[config.mk]
export PLATFORM = sky130hd
export DESIGN_NAME = outport_serial_tx
export DESIGN_NICKNAME = d
export VERILOG_FILES = /design/src/rtl/outport_serial_tx_pkg.sv /design/src/rtl/outport_serial_tx_fifo.sv /design/src/rtl/outport_serial_tx.sv
export SDC_FILE = /design/constraint.sdc
export NUM_CORES = 1
export LEC_CHECK = 0
export CORE_ASPECT_RATIO = 0.75
export CORE_MARGIN = 2
export CORE_UTILIZATION = 45
export DETAILED_ROUTE_END_ITERATION = 10
export MAX_ROUTING_LAYER = met4
export PLACE_DENSITY_LB_ADDON = 0.3
export SLEW_MARGIN = 40
export SYNTH_ARGS = -nofsm -noshare
export SYNTH_HDL_FRONTEND = slang
export SYNTH_HIERARCHICAL = 1
export SYNTH_SLANG_ARGS = --single-unit
[constraint.sdc]
create_clock -name clock -period 8.2 [get_ports clock]
set_input_delay 1.64 -clock clock [delete_from_list [all_inputs] [get_ports clock]]
set_output_delay 1.64 -clock clock [all_outputs]
set_load 0.01 [all_outputs]
[src/rtl/outport_serial_tx_pkg.sv]
// Shared definitions for the OutPort serial transmitter and its matching receiver:
// FSM state encodings, serial line idle level and a counter-width helper.
package outport_serial_tx_pkg;

    typedef enum logic [1:0] {
        ST_IDLE  = 2'd0,
        ST_START = 2'd1,
        ST_DATA  = 2'd2,
        ST_STOP  = 2'd3
    } tx_state_e;

    localparam logic LINE_IDLE = 1'b1;

    // A counter over n values needs at least one bit, even when n is 1.
    function automatic int cnt_width(input int n);
        return (n > 1) ? $clog2(n) : 1;
    endfunction

endpackage

[src/rtl/outport_serial_tx_fifo.sv]
// Synchronous FIFO holding queued OutPort words; the occupancy count is the
// single source of full/empty so pointers may wrap freely.
module io_sync_fifo #(
    parameter int DATA_WIDTH = 32,
    parameter int DEPTH      = 4
) (
    input  logic                      clock,
    input  logic                      reset,
    input  logic                      push_i,
    input  logic                      pop_i,
    input  logic [DATA_WIDTH-1:0]     data_i,
    output logic [DATA_WIDTH-1:0]     data_o,
    output logic [$clog2(DEPTH):0]    count_o,
    output logic                      full_o,
    output logic                      empty_o
);

    localparam int PTR_W = $clog2(DEPTH);
    localparam int CNT_W = PTR_W + 1;

    logic [DATA_WIDTH-1:0] mem_q [DEPTH];
    logic [PTR_W-1:0]      wr_ptr_q;
    logic [PTR_W-1:0]      rd_ptr_q;
    logic [CNT_W-1:0]      count_q;
    logic                  do_push;
    logic                  do_pop;

    assign full_o  = (count_q == CNT_W'(DEPTH));
    assign empty_o = (count_q == '0);
    assign count_o = count_q;
    assign data_o  = mem_q[rd_ptr_q];

    // A push into a full FIFO is still legal when a pop frees the head slot that same cycle.
    assign do_pop  = pop_i && !empty_o;
    assign do_push = push_i && (!full_o || do_pop);

    always_ff @(posedge clock) begin
        if (do_push) begin
            mem_q[wr_ptr_q] <= data_i;
        end
    end

    always_ff @(posedge clock) begin
        if (reset) begin
            wr_ptr_q <= '0;
            rd_ptr_q <= '0;
            count_q  <= '0;
        end else begin
            if (do_push) begin
                wr_ptr_q <= wr_ptr_q + PTR_W'(1);
            end
            if (do_pop) begin
                rd_ptr_q <= rd_ptr_q + PTR_W'(1);
            end
            if (do_push && !do_pop) begin
                count_q <= count_q + CNT_W'(1);
            end else if (do_pop && !do_push) begin
                count_q <= count_q - CNT_W'(1);
            end
        end
    end

endmodule

[src/rtl/outport_serial_tx.sv]
// OutPort serial transmitter: buffers CPU OutPort writes and shifts each word out
// LSB first as a start/data/stop frame on a single idle-high line.
module outport_serial_tx
    import outport_serial_tx_pkg::*;
#(
    parameter int DATA_WIDTH = 32,
    parameter int FIFO_DEPTH = 4,
    parameter int BIT_CYCLES = 4
) (
    input  logic                          clock,
    input  logic                          reset,
    input  logic                          out_wr,
    input  logic [DATA_WIDTH-1:0]         out_data,
    output logic                          fifo_full,
    output logic [$clog2(FIFO_DEPTH):0]   fifo_count,
    output logic                          tx_busy,
    output logic                          tx_serial,
    output logic                          frame_done,
    output logic                          overflow
);

    localparam int CNT_W = cnt_width(BIT_CYCLES);
    localparam int IDX_W = cnt_width(DATA_WIDTH);
    localparam logic [CNT_W-1:0] CNT_LAST = CNT_W'(BIT_CYCLES - 1);
    localparam logic [IDX_W-1:0] IDX_LAST = IDX_W'(DATA_WIDTH - 1);

    tx_state_e             state_q;
    logic [CNT_W-1:0]      cnt_q;
    logic [IDX_W-1:0]      idx_q;
    logic [DATA_WIDTH-1:0] shift_q;
    logic                  tx_q;
    logic                  done_q;
    logic                  overflow_q;

    logic [DATA_WIDTH-1:0] fifo_head;
    logic                  fifo_empty;
    logic                  bit_end;
    logic                  stop_pre_end;
    logic                  pop;

    io_sync_fifo #(
        .DATA_WIDTH (DATA_WIDTH),
        .DEPTH      (FIFO_DEPTH)
    ) u_fifo (
        .clock   (clock),
        .reset   (reset),
        .push_i  (out_wr),
        .pop_i   (pop),
        .data_i  (out_data),
        .data_o  (fifo_head),
        .count_o (fifo_count),
        .full_o  (fifo_full),
        .empty_o (fifo_empty)
    );

    assign bit_end      = (cnt_q == CNT_LAST);
    assign stop_pre_end = (BIT_CYCLES >= 2) && (int'(cnt_q) == BIT_CYCLES - 2);

    // The next word leaves the FIFO either from idle or at the last STOP cycle, so frames run back to back.
    assign pop = !fifo_empty &&
                 ((state_q == ST_IDLE) || ((state_q == ST_STOP) && bit_end));

    assign tx_busy    = (state_q != ST_IDLE);
    assign tx_serial  = tx_q;
    assign frame_done = done_q;
    assign overflow   = overflow_q;

    always_ff @(posedge clock) begin
        if (reset) begin
            state_q    <= ST_IDLE;
            cnt_q      <= '0;
            idx_q      <= '0;
            shift_q    <= '0;
            tx_q       <= LINE_IDLE;
            done_q     <= 1'b0;
            overflow_q <= 1'b0;
        end else begin
            done_q     <= 1'b0;
            overflow_q <= overflow_q | (out_wr & fifo_full & ~pop);
            case (state_q)
                ST_IDLE: begin
                    if (pop) begin
                        shift_q <= fifo_head;
                        cnt_q   <= '0;
                        tx_q    <= 1'b0;
                        state_q <= ST_START;
                    end
                end
                ST_START: begin
                    if (bit_end) begin
                        cnt_q   <= '0;
                        idx_q   <= '0;
                        tx_q    <= shift_q[0];
                        state_q <= ST_DATA;
                    end else begin
                        cnt_q <= cnt_q + CNT_W'(1);
                    end
                end
                ST_DATA: begin
                    if (bit_end) begin
                        cnt_q <= '0;
                        if (idx_q == IDX_LAST) begin
                            tx_q    <= LINE_IDLE;
                            done_q  <= (BIT_CYCLES == 1);
                            state_q <= ST_STOP;
                        end else begin
                            idx_q   <= idx_q + IDX_W'(1);
                            shift_q <= shift_q >> 1;
                            tx_q    <= shift_q[1];
                        end
                    end else begin
                        cnt_q <= cnt_q + CNT_W'(1);
                    end
                end
                ST_STOP: begin
                    if (bit_end) begin
                        cnt_q <= '0;
                        if (pop) begin
                            shift_q <= fifo_head;
                            tx_q    <= 1'b0;
                            state_q <= ST_START;
                        end else begin
                            state_q <= ST_IDLE;
                        end
                    end else begin
                        cnt_q  <= cnt_q + CNT_W'(1);
                        done_q <= stop_pre_end;
                    end
                end
                default: state_q <= ST_IDLE;
            endcase
        end
    end

endmodule
Word-level counts from Yosys, hierarchy flattened
Memories as Yosys holds them, arrays and structs flattened. A register that Yosys moved wholly into a read port is not among the register bits.
Index checks and enable logic that the tools add are counted.
- register bits after elaboration: 51
- memory bits (writable): 128
- input port bits: 35
- word-level logic and storage cells: 90
- memories kept: 1
- memory list (name ; words ; bits a word ; rd ports ; clocked after Yosys merged registers in ; write ports ; RTL line ; RTL):
    u_fifo.mem_q ; 4 ; 32 ; 1 ; 1 ; 1 ; outport_serial_tx_fifo.sv:21 ; logic [DATA_WIDTH-1:0] mem_q [DEPTH];
- add/subtract/negate cells: 6
- eq/ne operators: 13
- muxes and demuxes: 31
- bitwise gates (word level): 5
- reduce and logical (&&, ||, !) cells: 24
- operators by type and width (kind ; count):
    $mux 32 ; 4
    $pmux 32 s3 ; 1
    $mux 2 ; 9
    $mux 5 ; 3
    $ne 2x2->1 const B ; 6
    $pmux 5 s2 ; 1
    $eq 2x2->1 const B ; 4
    $mux 1 ; 8
    $pmux 2 s4 ; 1
    $reduce_and 4->1 ; 2
    $add 2x1->2 const B ; 3
    $logic_and 1x1->1 ; 6
    $mux 3 ; 2
    $reduce_bool 2->1 ; 3
    $reduce_or 3->1 ; 2
    $add 5x1->5 const B ; 1
    $eq 5x5->1 const B ; 1
    $reduce_and 5->1 ; 1
    $logic_not 1->1 ; 4
    $pmux 1 s4 ; 1
    $pmux 2 s2 ; 1
    $add 3x1->3 const B ; 1
    $eq 3x3->1 const B ; 1
    $logic_not 3->1 ; 1
    other kinds (9) ; 12

Longest topological paths before layout
- depth in word-level cells: 11
- depth in mapped cells: 13
- gate-level depth less buffers: 12

Cells and area by module
The synthesis kept the hierarchy.
- modules (own cells, without submodules) (module ; times used ; cells each ; area each (um^2) ; seq. area each (um^2)):
    io_sync_fifo ; 1 ; 215 ; 5107.4 ; 4023.9
    outport_serial_tx ; 1 ; 238 ; 2407.3 ; 880.8

Worst setup path after synthesis
Ideal clock, no wire load.
- path type: input port to flip-flop
- start: input port out_wr
- end: register u_fifo.count_q[2] (netlist: u_fifo/count_o[2])
- library setup time: 0.070 ns
- data arrival time: 3.200 ns
- required time: 8.130 ns
- setup slack: 4.929 ns
- cell stages on the path: 7
- buffers on the path: 0
- cell sequence: a21boi_2 -> ha_1 -> inv_1 -> fa_1 -> xor2_1 -> or3_2 -> a21oi_1
- word-level cells in the longest chain between the ends: 4
- elaborated cells on any way between the ends: 6
- ends and longest elaborated chain (item ; RTL line ; RTL):
    start: declaration ; outport_serial_tx.sv:12 ; input logic out_wr,
    $logic_and 1x1->1 (*) ; outport_serial_tx_fifo.sv:35 ; assign do_push = push_i && (!full_o || do_pop);
    $logic_not 1->1 ; outport_serial_tx_fifo.sv:57 ; end else if (do_pop && !do_push) begin
    $logic_and 1x1->1 ; outport_serial_tx_fifo.sv:57 ;
    $reduce_bool 2->1 (no source line) ; n/a ;
    end signal: assignment ; outport_serial_tx_fifo.sv:56 ; count_q <= count_q + CNT_W'(1);
    end signal: assignment ; outport_serial_tx_fifo.sv:58 ; count_q <= count_q - CNT_W'(1);
    end: declaration ; outport_serial_tx_fifo.sv:24 ; logic [CNT_W-1:0] count_q;
Mark *: on every way between the ends. The rest lies on a longest branch, timed or not.
A chain may end at the register's enable or synchronous reset.

Worst setup path in the final report
- start: input port out_wr
- end: register u_fifo.count_q[2] (netlist: u_fifo/count_o[2])
- word-level cells in the longest chain between the ends: 4
- elaborated cells on any way between the ends: 6
- ends and longest elaborated chain (item ; RTL line ; RTL):
    $logic_and 1x1->1 (*) ; outport_serial_tx_fifo.sv:35 ;
    via u_fifo.do_push ; outport_serial_tx_fifo.sv:25 ; logic do_push;
    $logic_not 1->1 ; outport_serial_tx_fifo.sv:57 ;
    $logic_and 1x1->1 ; outport_serial_tx_fifo.sv:57 ;
    $reduce_bool 2->1 (no source line) ; n/a ;
Mark *: on every way through the listed nets, which the timed path passes. The rest lies on a longest branch.

==> flow_summary.ini <==
[flow_run]
drv_cap = 0

[clock_network]
ctsHoldBuffers = 0
cts_max_level = 4
clk_path_buf_depth = 2
cts_tree = done
cts.sinks = 181
cts_buffers = 17
cts_setup_buffers = 0
clock_latency_ps = 420
cts.clk_slew.worst_paths_ps = 70
cts-resized-gates = 0
cts_root_buffer = clkbuf_16

[worst_hold_path]
min_from = overflow
hold_path_class = reg2reg

[worst_setup_path]
cp.arrival_ps = 3910
crit_fanout = 7
r2r_slack_ps = 4880
crit_family = adder cells
start_kind = primary input
cp-end-kind = flip-flop
r2r_start = cnt_q[0]
cp.required_ps = 8550
path_cells = clkdlybuf4s50_1 > a21boi_2 > ha_1 > inv_1 > fa_1 > xor2_1 > or3_2 > a21oi_1
critPathMaxStageDelay_ps = 480
criticalPathCategory = in2reg
crit_buf_inv = 2
crit_slowest_cell = clkdlybuf4s50_1
crit_start = out_wr

[floorplan]
die_h_um = 116
die-area_um2 = 17800
start_util_pct = 46.5
rows = 40
chipWidth_um = 153
core_area_um2 = 16200
boundaryPins = 43

[synth]
synth-async-reset-ratio_pct = 0
synth.avg_cell_area_um2 = 16.6
synth_nets = 504
ys_types = 50
yosysSeqAreaShare_pct = 65.3
synthAdderAreaFrac_pct = 2.76
netlist_instances = 453
synthMuxAreaShare_pct = 14.3
synth_edf_count = 128
synthesis.area_um2 = 7510
ys.warnings.count = 6
synth_top_family_by_area = multiplexers
synth_compound_area_share_pct = 10.1
synth_seq_cells = 181
synth_flop_cell = edfxtp_1
synth_xor_area_share_pct = 0.699
yosys.area_share.simple_pct = 3.53

[sta]
setup_viol = 0
finalMaxSlewViolations = 0
max_freq_mhz = 281
hold_ws_ps = 447
tns_ps = 0
period_share_pct = 43.4
fin_crit_ps = 3560
hold_violations = 0
fin_skew_ps = 10.3
maxSlewHeadroom_pct = 47.4
grt_setup_unrepaired = no
tightest_slew_ps = 789

[finish]
insertedDiodeCount = 0
area_growth_pct = 14.8
seqCellArea_um2 = 4910
fin_area_um2 = 8630
finalNetCount = 539
fin_cells = 711
multi_input_area_um2 = 2380
layout-drive-gt1-share_pct = 23.0
fillerInstances = 1310

[drt]
wl_um = 13300
drtAntennaViolNets = 0
first_pass_iters = 4
drt_iter0_drc = 201
vias = 3913
avgViaCountPerCell = 5.50
wl_per_cell_um = 18.7
drc = 0

[placed_design]
placed_cell_area_um2 = 8040
io_buffer_count = 42
dpl.cell_count = 679
dp_hpwl_um = 7330
gp_congestion = 0.719

[power]
internal_power_mw = 1.95
power.sequential.fraction_pct = 40.5
p_leak_nw = 2.79
p_sw_share_pct = 33.6
p_per_area_nw_per_um2 = 340
comb_power_share_pct = 32.2
clkPwrFrac_pct = 27.3
ir_drop_mv = 0.251
power_switching_uw = 984

[status]
status = complete, no violations

[global_route]
antenna_found_initial = 0
grt_max_degree = 56
grt_overflow = 0
first_global_vias = 3980
grt_usage_pct = 16.5
grt_pass1_wl_um = 21600
[synthesized netlist by cell type, types with 4 or more instances]
master | n | share of area (%)
buf_2 | 11 | 0.73
xor2_1 | 6 | 0.70
clkbuf_1 | 9 | 0.45
inv_1 | 10 | 0.50
nor2_1 | 18 | 0.90
a211oi_2 | 30 | 5.0
nand2_1 | 5 | 0.25
dfxtp_1 | 53 | 14
edfxtp_1 | 128 | 51
ha_1 | 15 | 2.5
mux2i_1 | 34 | 4.5
a21oi_1 | 39 | 2.6
mux4_2 | 32 | 9.6
and2_2 | 4 | 0.40
buf_6 | 9 | 1.3
o211ai_1 | 4 | 0.40
[cell usage in the layout, fill, tap and decap left out, types with 2 or more instances in the layout]
| cell | n |
|---|---|
| and3_1 | 2 |
| xor2_1 | 6 |
| a21oi_1 | 39 |
| a31oi_1 | 2 |
| and2_4 | 5 |
| inv_8 | 5 |
| edfxtp_1 | 128 |
| nand2_1 | 5 |
| clkbuf_16 | 17 |
| mux4_2 | 32 |
| nand3_1 | 2 |
| dfxtp_1 | 52 |
| nor3b_1 | 2 |
| o211ai_1 | 4 |
| mux2i_1 | 34 |
| clkdlybuf4s50_1 | 41 |
| clkinv_4 | 3 |
| o31ai_1 | 2 |
| ha_1 | 14 |
| a211oi_2 | 30 |
| nor2b_1 | 3 |
| nand4_1 | 2 |
| nand2b_1 | 3 |
| nor2_1 | 18 |
| inv_6 | 4 |
| buf_4 | 6 |
| inv_1 | 10 |
[logic make-up after synthesis]
family,Yosys count
DFF,181
adders and majority gates,16
buffers and inverters,42
xor gates and xnor gates,6
and+or+nand+nor,49
muxes,67
AOI/OAI and AO/OA,92
[through the flow]
stage / util [%] / total power, mW / setup slack, ps
finish: 53.4 / 2.93 / 4640
global route: 53.4 / 3.09 / 4510
CTS: 53.4 / 2.96 / 4640
detailed placement: 49.8 / 2.15 / 4230
global placement: 49.7 / 2.12 / 4310
floorplan: - / 1.98 / 4930
[routing by layer]
metal  vias up  part of all wire [%]  global-route usage [%]
li1       1851                     -                       -
met1      1974                    48                    22.2
met2        76                    47                    25.4
met3        12                   4.0                    3.85
met4         0                  0.91                    4.63
met5         -                     0                       -
[registers in the layout, summed over array words and instances (netlist names), named ones only]
register / count
cnt_q: 2
frame_done: 1
idx_q: 5
overflow: 1
shift_q: 32
state_q: 2
tx_serial: 1
u_fifo/count_o: 3
u_fifo/mem_q: 128
u_fifo/rd_ptr_q: 2
u_fifo/wr_ptr_q: 2
[area by class of cell]
class | instances | area share [%]
Tap cell | 210 | 3.05
Timing Repair Buffer | 48 | 5.34
Clock buffer | 17 | 4.93
Sequential cell | 181 | 56.9
Clock inverter | 15 | 1.84
Multi-Input combinational cell | 230 | 27.5
Inverter | 10 | 0.435
[path summary, 6_finish.rpt]
kind	endpoint	cells past startpoint
setup / recovery	u_fifo/count_o[2]	8
hold / removal	overflow	2
setup reg to reg	u_fifo/count_o[2]	11
hold reg to reg	overflow	2
[power groups by stage]
stage	sequential (mW)	clock [mW]	combinational, mW
floorplan	1.19	0	0.792
global placement	1.20	0	0.917
detailed placement	1.21	0	0.945
CTS	1.19	0.820	0.951
global route	1.20	0.860	1.03
finish	1.19	0.799	0.944
[worst register-to-register path: cells and delay by family (launching register included)]
kind | cells | cell delay, ps
buffers and inverters | 2 | 150
flip-flops | 1 | 380
AND/OR/NAND/NOR | 2 | 720
adder cells (fa/ha/maj) | 3 | 1100
XOR/XNOR | 1 | 160
AO/OA/AOI/OAI | 3 | 730
(Power assumes the default switching activity.)
==> edit: new RTL, same flow settings <==
Re-encode `tx_state_e` (4 states) as Gray code, 2 bits wide.
--- a/src/rtl/outport_serial_tx_pkg.sv
+++ b/src/rtl/outport_serial_tx_pkg.sv
@@ -4,8 +4,8 @@
 
     typedef enum logic [1:0] {
-        ST_IDLE  = 2'd0,
-        ST_START = 2'd1,
-        ST_DATA  = 2'd2,
-        ST_STOP  = 2'd3
+        ST_IDLE  = 2'b00,
+        ST_START = 2'b01,
+        ST_DATA  = 2'b11,
+        ST_STOP  = 2'b10
     } tx_state_e;
 
Behaviour: same outputs for any inputs over 10 cycles, from zero or initial values and one cycle with reset high; not proved beyond that.
==> edit against the unedited design <==
  * Synthesized area hardly changed
  * First-iteration DRC count is 25% higher
  * Global-route usage is 0.68 points higher
  * Worst setup slack better by 43 ps
  * Fmax is 1.2% higher
  * Final area is 0.23% lower
  * Register-to-register slack better by 210 ps
  * Total power is 11% lower
  * Hold slack better by 44 ps
  * Sequential cell count stayed put
  * Non-clock buffer count is 2 higher
  * Wire length is 5.1% higher
  * Synthesized cell count is 4.6% higher
  * Critical path type unchanged
  * Largest cell class unchanged
==> edit: results (changes against the unedited design) <==
\begin{tabular}{lr}
\hline
Metric & Value \\
\hline
\multicolumn{2}{l}{\textbf{Synth}} \\
Synthesized netlist cell count & 474 (was 453) \\
Distinct cell type count after synthesis & 47 (was 50) \\
Mux share of post-synthesis cell area & 0.102 (was 0.143) \\
Post-Synth Adder-Cell Area & 0.0193 (was 0.0276) \\
Main area contributors after synthesis & sky130\_fd\_sc\_hd\_\_edfxtp\_1, sky130\_fd\_sc\_hd\_\_dfxtp\_1, sky130\_fd\_sc\_hd\_\_mux4\_2 (unchanged) \\
Cell types with the highest counts after synthesis & sky130\_fd\_sc\_hd\_\_edfxtp\_1, sky130\_fd\_sc\_hd\_\_nand2\_1, sky130\_fd\_sc\_hd\_\_dfxtp\_1 (was sky130\_fd\_sc\_hd\_\_edfxtp\_1, sky130\_fd\_sc\_hd\_\_dfxtp\_1, sky130\_fd\_sc\_hd\_\_a21oi\_1) \\
Compound-cell area share of the yosys netlist & 0.115 (was 0.101) \\
\multicolumn{2}{l}{\textbf{Routing}} \\
Length of routed met3 wiring & 451 um (was 532 um) \\
Wl on met1 & 6.42 mm (was 6.35 mm) \\
Vias per inst & 5.67 (was 5.50) \\
DRC marker count from the first detailed-route iteration & 252 (was 201) \\
Detailed route wirelength on metal2 & 7.00 mm (was 6.32 mm) \\
Total length of routed wires & 14.0 mm (was 13.3 mm) \\
\multicolumn{2}{l}{\textbf{Place}} \\
Worst setup slack before clock tree synthesis & 4260 ps (was 4230 ps) \\
Area post-placement & 8010 sq um (was 8040 sq um) \\
Global placement routability congestion & 0.737 (was 0.719) \\
\multicolumn{2}{l}{\textbf{STA}} \\
Worst-Margin Slew & 773 ps (was 789 ps) \\
Final-layout worst hold slack & 492 ps (was 447 ps) \\
Worst setup skew after layout & 11.6 ps (was 10.3 ps) \\
Peak Freq & 0.285 GHz (was 0.281 GHz) \\
\multicolumn{2}{l}{\textbf{Layout}} \\
Ratio of cells with drive above 1 in the final layout & 0.223 (was 0.230) \\
\multicolumn{2}{l}{\textbf{Critical path}} \\
Arrival time reported for the critical path endpoint & 3860 ps (was 3910 ps) \\
Crit Reg-Reg Startpoint & u\_fifo/count\_o[1]\$\_SDFFE\_PP0P\_ (was cnt\_q[0]\$\_SDFFE\_PP0P\_) \\
Worst setup slack for register-to-register paths & 5090 ps (was 4880 ps) \\
\multicolumn{2}{l}{\textbf{Global route}} \\
Number of global-route vias before repair & 4,236 (was 3,980) \\
Met3 usage in global routing & 0.0415 (was 0.0385) \\
Total GRT Usage & 0.172 (was 0.165) \\
Largest net degree at the start of global routing & 55 (was 56) \\
\multicolumn{2}{l}{\textbf{Power and ir drop}} \\
Internal portion of total power & 0.00185 W (was 0.00195 W) \\
Power share of the clock group & 0.306 (was 0.273) \\
P\_leak & 2.80 nW (was 2.79 nW) \\
Power per Cell Area & 305 nW/um\^{}2 (was 340 nW/um\^{}2) \\
\multicolumn{2}{l}{\textbf{Outcome}} \\
Status & finished, final reports clean (unchanged) \\
\hline
\end{tabular}
edit: changes by cell type in the layout (fill, tap and decap cells not counted), moves of 3 or more:
| cell | change |
|---|---|
| sky130_fd_sc_hd__a211oi_1 | +30 |
| sky130_fd_sc_hd__a211oi_2 | -30 |
| sky130_fd_sc_hd__a21oi_1 | -30 |
| sky130_fd_sc_hd__a311oi_2 | +30 |
| sky130_fd_sc_hd__and2_1 | +4 |
| sky130_fd_sc_hd__ha_1 | -4 |
| sky130_fd_sc_hd__mux2i_1 | -32 |
| sky130_fd_sc_hd__nand2_1 | +63 |
| sky130_fd_sc_hd__nor2_1 | -7 |
| sky130_fd_sc_hd__nor2b_1 | -3 |
| sky130_fd_sc_hd__o211ai_1 | -4 |
| sky130_fd_sc_hd__o21ai_0 | +4 |
edit: cell type report:
class	instances	area, sq um	share of cell area
clock buffer	17	425	0.0494
multi-input combinational	249	2340	0.272
inverter	8	30.0	0.00349
timing repair buffer	50	483	0.0561
clock inverter	15	160	0.0186
sequential	181	4910	0.570
tap	210	263	0.0305
